## config.mk

```make
export PLATFORM = sky130hd
export DESIGN_NAME = regfile_wb_arbiter
export DESIGN_NICKNAME = d
export VERILOG_FILES = /design/src/rtl/regfile_pkg.sv /design/src/rtl/wb_age_counter.sv /design/src/rtl/regfile_wb_arbiter.sv
export SDC_FILE = /design/constraint.sdc
export NUM_CORES = 1
export LEC_CHECK = 0
export BUFFER_PORTS_ARGS = -buffer_cell sky130_fd_sc_hd__buf_2
export CAP_MARGIN = 10
export CORE_MARGIN = 4
export CORE_UTILIZATION = 30
export DETAILED_ROUTE_END_ITERATION = 6
export GPL_ROUTABILITY_DRIVEN = 0
export PLACE_DENSITY = 0.63
export SLEW_MARGIN = 20
export SYNTH_ARGS = -nofsm -noshare
export SYNTH_HDL_FRONTEND = slang
export SYNTH_HIERARCHICAL = 1
export SYNTH_SLANG_ARGS = --single-unit
```

## constraint.sdc

```tcl
create_clock -name clk -period 3.21 [get_ports clk]
set_clock_uncertainty 0.1 [all_clocks]
set_input_delay 0.642 -clock clk [delete_from_list [all_inputs] [get_ports clk]]
set_output_delay 0.642 -clock clk [all_outputs]
set_load 0.01 [all_outputs]
```

## src/rtl/regfile_pkg.sv

```systemverilog
// Shared definitions for the register-file writeback path: widths, the
// x0 address, requester ids and the arbiter priority-state encoding.
package regfile_pkg;

    localparam int unsigned XLEN      = 32;
    localparam int unsigned AW        = 5;
    localparam int unsigned STARVE_CW = 4;   // wide enough for limits 1..15

    localparam logic [4:0] ZERO_REG   = 5'd0;

    localparam logic GRANT_EXEC = 1'b0;
    localparam logic GRANT_LOAD = 1'b1;

    typedef enum logic {
        PRIO1 = 1'b0,   // load-return data has priority
        PRIO0 = 1'b1    // exec result favoured after being starved
    } arb_state_e;

endpackage : regfile_pkg

```

## src/rtl/wb_age_counter.sv

```systemverilog
// Saturating age counter for a writeback requester. Counts cycles in which the
// requester waits, clears on demand, and flags the edge at which the count
// is about to reach LIMIT so a consumer can switch priority on that same edge.
module wb_age_counter import regfile_pkg::*; #(
    parameter int unsigned LIMIT = 4,
    parameter int unsigned CW    = STARVE_CW
) (
    input  logic clk,
    input  logic rst_n,
    input  logic inc,
    input  logic clr,
    output logic limit_hit
);

    logic [CW-1:0] count_r;
    logic [CW-1:0] count_nxt_s;

    // Next count: clear wins, otherwise count up until LIMIT and then hold.
    always_comb begin
        count_nxt_s = count_r;
        if (clr) begin
            count_nxt_s = {CW{1'b0}};
        end else if (inc && (count_r != CW'(LIMIT))) begin
            count_nxt_s = count_r + {{(CW-1){1'b0}}, 1'b1};
        end else begin
            count_nxt_s = count_r;
        end
    end

    // Age register.
    always_ff @(posedge clk or negedge rst_n) begin
        if (!rst_n) begin
            count_r <= {CW{1'b0}};
        end else begin
            count_r <= count_nxt_s;
        end
    end

    assign limit_hit = (count_nxt_s == CW'(LIMIT));

endmodule : wb_age_counter

```

## src/rtl/regfile_wb_arbiter.sv

```systemverilog
// Shares the register file's single write port between the exec result
// (requester 0) and load-return data (requester 1). Loads win by default;
// an exec result that has waited STARVE_LIMIT cycles gets exactly one grant.
// The winner is registered onto the write port; x0 writes are accepted but
// never enable the port.
module regfile_wb_arbiter import regfile_pkg::*; #(
    parameter int unsigned XLEN         = regfile_pkg::XLEN,
    parameter int unsigned AW           = regfile_pkg::AW,
    parameter int unsigned STARVE_LIMIT = 4
) (
    input  logic            clk,
    input  logic            rst_n,
    input  logic            req0_valid,
    input  logic [AW-1:0]   req0_addr,
    input  logic [XLEN-1:0] req0_data,
    output logic            req0_ready,
    input  logic            req1_valid,
    input  logic [AW-1:0]   req1_addr,
    input  logic [XLEN-1:0] req1_data,
    output logic            req1_ready,
    output logic            rf_we,
    output logic [AW-1:0]   rf_wa,
    output logic [XLEN-1:0] rf_wd,
    output logic            last_grant
);

    arb_state_e      state_r;
    arb_state_e      state_nxt_s;
    logic            req0_ready_s;
    logic            req1_ready_s;
    logic            hs0_s;
    logic            hs1_s;
    logic            starve_inc_s;
    logic            starve_clr_s;
    logic            starve_hit_s;
    logic [AW-1:0]   win_addr_s;
    logic [XLEN-1:0] win_data_s;
    logic            win_id_s;
    logic            rf_we_r;
    logic [AW-1:0]   rf_wa_r;
    logic [XLEN-1:0] rf_wd_r;
    logic            last_grant_r;

    // Ready generation: the favoured requester is accepted whenever valid, the
    // other only when the favoured one is idle. Nothing is accepted in reset.
    always_comb begin
        req0_ready_s = 1'b0;
        req1_ready_s = 1'b0;
        if (!rst_n) begin
            req0_ready_s = 1'b0;
            req1_ready_s = 1'b0;
        end else begin
            case (state_r)
                PRIO0: begin
                    req0_ready_s = req0_valid;
                    req1_ready_s = req1_valid & ~req0_valid;
                end
                PRIO1: begin
                    req1_ready_s = req1_valid;
                    req0_ready_s = req0_valid & ~req1_valid;
                end
                default: begin
                    req1_ready_s = req1_valid;
                    req0_ready_s = req0_valid & ~req1_valid;
                end
            endcase
        end
    end

    assign hs0_s        = req0_valid & req0_ready_s;
    assign hs1_s        = req1_valid & req1_ready_s;
    assign starve_inc_s = req0_valid & ~req0_ready_s;
    assign starve_clr_s = ~req0_valid | hs0_s;

    wb_age_counter #(
        .LIMIT (STARVE_LIMIT),
        .CW    (STARVE_CW)
    ) u_starve (
        .clk       (clk),
        .rst_n     (rst_n),
        .inc       (starve_inc_s),
        .clr       (starve_clr_s),
        .limit_hit (starve_hit_s)
    );

    // Priority state: favour exec on the edge its wait reaches the limit and
    // drop back after its one grant (or once it stops asking).
    always_comb begin
        state_nxt_s = state_r;
        case (state_r)
            PRIO1: begin
                if (starve_hit_s) begin
                    state_nxt_s = PRIO0;
                end else begin
                    state_nxt_s = PRIO1;
                end
            end
            PRIO0: begin
                if (hs0_s || !req0_valid) begin
                    state_nxt_s = PRIO1;
                end else begin
                    state_nxt_s = PRIO0;
                end
            end
            default: state_nxt_s = PRIO1;
        endcase
    end

    // Priority state register.
    always_ff @(posedge clk or negedge rst_n) begin
        if (!rst_n) begin
            state_r <= PRIO1;
        end else begin
            state_r <= state_nxt_s;
        end
    end

    // Winner select; at most one handshake exists per cycle.
    always_comb begin
        win_addr_s = req0_addr;
        win_data_s = req0_data;
        win_id_s   = GRANT_EXEC;
        if (hs1_s) begin
            win_addr_s = req1_addr;
            win_data_s = req1_data;
            win_id_s   = GRANT_LOAD;
        end else begin
            win_addr_s = req0_addr;
            win_data_s = req0_data;
            win_id_s   = GRANT_EXEC;
        end
    end

    // Write-port register: capture the winner one cycle after its handshake;
    // x0 targets are consumed without enabling the port.
    always_ff @(posedge clk or negedge rst_n) begin
        if (!rst_n) begin
            rf_we_r      <= 1'b0;
            rf_wa_r      <= {AW{1'b0}};
            rf_wd_r      <= {XLEN{1'b0}};
            last_grant_r <= GRANT_EXEC;
        end else if (hs0_s || hs1_s) begin
            rf_we_r      <= (win_addr_s != AW'(ZERO_REG));
            rf_wa_r      <= win_addr_s;
            rf_wd_r      <= win_data_s;
            last_grant_r <= win_id_s;
        end else begin
            rf_we_r      <= 1'b0;
        end
    end

    assign req0_ready = req0_ready_s;
    assign req1_ready = req1_ready_s;
    assign rf_we      = rf_we_r;
    assign rf_wa      = rf_wa_r;
    assign rf_wd      = rf_wd_r;
    assign last_grant = last_grant_r;

endmodule : regfile_wb_arbiter
```

==> impl_metrics.tcl, run 1 <==
set metrics [dict create \
    fin_crit_sh_pct 80.33 \
    startpoint "req1_valid" \
    first_global_vias 2500 \
    dr.pass1.iters 4 \
    synth_flop_cell "dfrtp_1" \
    layout_commonest_cell "buf_2" \
    syn_inst 269 \
    synth.avg_cell_area_um2 9.051 \
    reg2reg_from "state_r" \
    grt_overflow 0 \
    clk_latency_ns 0.29 \
    io_pins 119 \
    track_usage_pct 15.55 \
    p_int_uw 952.6 \
    power_frac_seq_pct 48.3 \
    yosys-top-cells-area "dfrtp_1 45%, o2111ai_1 14%, a31oi_1 9.5%" \
    grt_max_degree 84 \
    syn-num-nets 349 \
    cp_common_cell "buf_2" \
    vdd_drop_max_mv 0.1821 \
    p_leak_uw 0.001347 \
    required_ns 2.47 \
    critPathSlowestCell "buf_2" \
    vias 2493 \
    postPlaceCellArea_um2 3005 \
    holdBufCountCts 0 \
    slew_headroom_pct 38.34 \
    nFillCells 836 \
    clock_tree.root_cell "clkbuf_8" \
    yosysUniqueCellTypes 31 \
    m1WireLength_um 3419 \
    finalInstanceArea_um2 3102 \
    crit_chain "buf_2 > nand2_1 > buf_4 > nor2_1 > buf_2" \
    r2r_slack_ns 1.11 \
    cts.clk_slew.worst_paths_ns 0.09 \
    swShare_pct 30.04 \
    final_antenna_net_count 0 \
    placement.io_buffers 118 \
    cts_num_sinks 44 \
    cp-endpoint "req1_ready" \
    h-tree-depth 2 \
    nNetsFinal 447 \
    synth.cell_area_um2 2435 \
    core_um2 7807 \
    fp-row-count 32 \
    end_kind "primary output" \
    wl_per_cell_um 16.09 \
    most-common-layout-cells "117 x buf_2, 44 x dfrtp_1, 43 x nor2_1" \
    r2r_end "state_r" \
    clkPwrFrac_pct 27.9 \
    ys_warn_count 6 \
    async_flop_share_pct 100.0 \
    wl_met2_um 3568 \
    synth_edf_count 0 \
    crit_fanout 38 \
    vias_per_cell 5.316 \
    path_delay_family "buffers and inverters" \
    drc 0 \
    die_area_um2 9622 \
    powerDensity_nw_per_um2 439.0 \
    topRoutingLayerUsed "met4" \
    clock_path_buffers 2 \
    startpoint_type "input pin" \
    grt_pass1_wl_um 12360 \
    cts_tree "built" \
    finalHoldViolCount 0 \
    finalSetupViolCount 0 \
    cts_setup_buffers 0 \
    rsz0062_at_grt "no" \
    critPathArrivalTime_ns 1.84 \
    drt_wl_total_um 7548 \
    cts_buffers 5 \
    worstMarginPinSlew_ns 0.9249 \
    initial_utilization_pct 31.19 \
    diodes 0 \
    dp_hpwl_um 5063 \
    die_x_um 98.09 \
    hp-class "reg -> reg" \
    antenna_found_initial 0 \
    setup-tns-final_ns 0 \
    cp.depth 5 \
    die_height_um 98.09 \
    cts_resized 0 \
    ys_ff_latch 44 \
    p_switching_uw 409.0 \
    synth_top_area_share_pct 45.22 \
    slowest_delay_ns 0.35 \
    path_class "in -> out" \
    maxSlewViolCount 0 \
    drtIter0Drc 171 \
    period_minus_slack_ns 2.579 \
    maxCapViolCount 0 \
    reg2regPathDepth 8 \
    status "finished, final reports clean" \
    critPathBufInv 3 \
    ys_seq_area_share_pct 45.22 \
    whs_ns 0.3818 \
    drive_above_1_share_pct 36.78 \
    pwr-share-comb_pct 23.8 \
    yosys.area.top_type "dfrtp_1" \
    wl_met3_um 542 \
    area_growth_pct 27.39 \
    fmax_ghz 0.3878 \
]
## state kept, by name, indices dropped and copies added (netlist names)
signal	count
rf_wd	32
rf_wa	5
u_starve/count_r	4
last_grant	1
rf_we	1
state_r	1
## worst reg2reg max path, stage by stage (launching register included)
cell      delay (ns)
dfrtp_1         0.40
and2_4          0.16
o21ai_1         0.25
and2_1          0.31
inv_2           0.07
nor4_1          0.32
o2111a_1        0.25
nand2_1         0.05
o31ai_1         0.09
## cell families after synthesis
| group | synth area share, % |
|---|---|
| AND/OR/NAND/NOR | 10.23 |
| buffers and inverters | 8.838 |
| flip-flops | 45.22 |
| multiplexers | 0.4111 |
| AO/OA/AOI/OAI | 34.28 |
| adder cells (fa/ha/maj) | 1.028 |
## final cells by class
type	instances	area (µm²)	area share, %
Multi-Input combinational cell	186	1120	36.10
Sequential cell	44	1101	35.50
Timing Repair Buffer	123	630.6	20.33
Tap cell	102	127.6	4.115
Clock buffer	7	96.34	3.106
Inverter	7	26.28	0.8471
## Yosys cell counts (2+ instances only)
| cell | count |
|---|---|
| nor2_1 | 43 |
| ha_1 | 2 |
| nand2_1 | 4 |
| o2111ai_1 | 38 |
| a31oi_1 | 37 |
| o21ai_0 | 13 |
| dfrtp_1 | 44 |
| and2_1 | 2 |
| buf_4 | 3 |
| a21oi_1 | 3 |
| o21ai_1 | 28 |
| nand3_1 | 2 |
| clkbuf_1 | 8 |
| buf_2 | 16 |
| inv_1 | 4 |
| buf_6 | 5 |
| inv_2 | 3 |
## through the flow
| step | power [µW] | util (%) | cells | setup slack [ns] |
|---|---|---|---|---|
| finish | 1362 | 39.73 | 469 | 0.6315 |
| global route | 1448 | 39.73 | 469 | 0.5422 |
| CTS | 1386 | 39.73 | 469 | 0.6280 |
| detailed placement | 997.4 | 38.49 | 462 | 0.5033 |
| global placement | 992.2 | 38.49 | 462 | 0.6588 |
| floorplan | 842.1 | - | 269 | 1.035 |
## metal layers
layer / vias to the layer above / GRT usage (%)
met4: 0 / 4.366
li1: 1231 / -
met3: 4 / 4.429
met5: - / 0
met1: 1155 / 20.61
met2: 103 / 24.82
## power by group through the flow
stage | Clock (µW) | Combinational (µW) | Sequential, µW
after CTS | 398 | 329 | 658
after global routing | 419 | 362 | 667
after global placement | 0 | 324 | 668
after floorplan | 0 | 143 | 699
final | 380 | 324 | 658
after detailed placement | 0 | 329 | 668
## worst min path at each step
stage	endpoint	from	slack (ns)	cells after the start
2_1_floorplan	last_grant	rst_n	0.25	0
3_3_place_gp	last_grant	last_grant	0.36	1
3_5_place_dp	last_grant	last_grant	0.37	1
4_1_cts	last_grant	last_grant	0.39	1
5_1_grt	last_grant	last_grant	0.39	1
6_report	last_grant	last_grant	0.38	1
Power figures use the tool's default switching activity.
==> run 2: changes to the inputs <==
==> constraint.sdc (replaced) <==
create_clock -name clk -period 2.65 [get_ports clk]
set_clock_uncertainty 0.1 [all_clocks]
set_input_delay 0.53 -clock clk [delete_from_list [all_inputs] [get_ports clk]]
set_output_delay 0.53 -clock clk [all_outputs]
set_load 0.01 [all_outputs]
==> run 2 against run 1 <==
- non-clock buffer count unchanged
- critical path depth unchanged
- clock power grew 7.9%
- via count increased by 2.2%
- setup slack worse by 0.16 ns
- largest cell class unchanged
==> impl_metrics.tcl, run 2 (synthesis gave the netlist of run 1 again) <==
set metrics [dict create \
    setup-tns-final_ns 0 \
    die_x_um 98.09 \
    required_ns 2.02 \
    postPlaceCellArea_um2 3005 \
    h-tree-depth 2 \
    clock_path_buffers 2 \
    rsz0062_at_grt "no" \
    clock_tree.root_cell "clkbuf_8" \
    grtUsageMet2_pct 26.39 \
    dr.pass1.iters 4 \
    finalSetupViolCount 0 \
    grt_max_degree 84 \
    antenna_found_initial 0 \
    path_delay_family "buffers and inverters" \
    use_met1_pct 20.26 \
    fin_crit_sh_pct 82.14 \
    seq_area_um2 1101 \
    critPathArrivalTime_ns 1.55 \
    critPathSlowestCell "buf_4" \
    largest_register_ffs 32 \
    nNetsFinal 447 \
    cts_setup_buffers 0 \
    clk_latency_ns 0.29 \
    power_uw 1601 \
    maxSlewViolCount 0 \
    fp-row-count 32 \
    grt_pass1_wl_um 12590 \
    wl_per_cell_um 16.28 \
    grt_overflow 0 \
    cts.clk_slew.worst_paths_ns 0.08 \
    first_global_vias 2585 \
    period_minus_slack_ns 2.177 \
    status "finished, final reports clean" \
    holdBufCountCts 0 \
    area_growth_pct 26.62 \
    cts_buffers 5 \
    vias 2547 \
    multi_input_area_um2 1120 \
    met3_usage_pct 4.071 \
    core_um2 7807 \
    hp-class "in -> async" \
    cts_num_sinks 44 \
    cts_resized 0 \
    finalInstanceArea_um2 3083 \
    end_kind "primary output" \
    worstMarginPinSlew_ns 0.9213 \
    slowest_delay_ns 0.26 \
    cts_tree "built" \
    fmax_ghz 0.4594 \
    initial_utilization_pct 31.19 \
    diodes 0 \
    slew_headroom_pct 38.58 \
    finalHoldViolCount 0 \
    nFillCells 859 \
    path_class "in -> out" \
    track_usage_pct 15.69 \
    drc 0 \
    maxCapViolCount 0 \
    p_leak_uw 0.001338 \
    cp_common_cell "buf_2" \
    final_antenna_net_count 0 \
    top_usage_layer "met2" \
    crit_chain "buf_2 > nand2_1 > buf_4 > nor2_1 > buf_2" \
    vias_per_cell 5.431 \
    placement.io_buffers 118 \
    vdd_drop_max_mv 0.1805 \
    dp_hpwl_um 5164 \
    whs_ns 0.3864 \
    place_ws_ns 0.2887 \
    most-common-layout-cells "117 x buf_2, 44 x dfrtp_1, 43 x nor2_1" \
    crit_fanout 38 \
    drive_above_1_share_pct 36.51 \
    drtIter0Drc 111 \
    drt_wl_total_um 7633 \
    startpoint_type "input pin" \
    critPathBufInv 3 \
    layout_commonest_cell "buf_2" \
    io_pins 119 \
    die_height_um 98.09 \
    powerDensity_nw_per_um2 519.3 \
    worst_slack_ns 0.4732 \
    die_area_um2 9622 \
]
run 2: cell type report:
class	instances	share of cell area (%)
Clock buffer	6	2.354
Clock inverter	1	0.1623
Inverter	7	0.8523
Multi-Input combinational cell	186	36.32
Sequential cell	44	35.71
Tap cell	102	4.140
Timing Repair Buffer	123	20.45
run 2: worst paths after layout:
check                           cells past startpoint          to        from  slack [ns]
min in group clk                                    1  last_grant  last_grant        0.39
worst max-delay path                                5  req1_ready  req1_valid        0.47
worst max register to register                      8     state_r     state_r        0.58
max in group asynchronous                           2   rf_wd[26]       rst_n        1.47
worst min register to register                      1  last_grant  last_grant        0.39
worst min-delay path                                2     state_r       rst_n        0.39
run 2: routing by layer:
metal / vias up / share of wire, %
li1: 1232 / -
met1: 1216 / 43
met2: 97 / 49
met3: 2 / 7.4
met4: 0 / 0.38
met5: - / 0
run 2: through the flow:
step,instances,util (%)
5_1_grt,469,39.49
2_1_floorplan,269,-
3_3_place_gp,462,38.49
3_5_place_dp,462,38.49
6_report,469,39.49
4_1_cts,469,39.49
run 2: power by group:
group / leakage (µW) / switching [µW] / internal, µW
logic: 0.000789 / 225 / 169
clock network: 0.0000410 / 230 / 180
registers: 0.000508 / 45.1 / 752
run 2: worst register-to-register path, cell delays in order (launching register included):
cell and delay (ns):
dfrtp_1 0.39, and2_4 0.16, o21ai_1 0.25, and2_1 0.31
nand4_1 0.15, mux2i_1 0.25, o2111a_1 0.21, nand2_1 0.05
o31ai_1 0.09
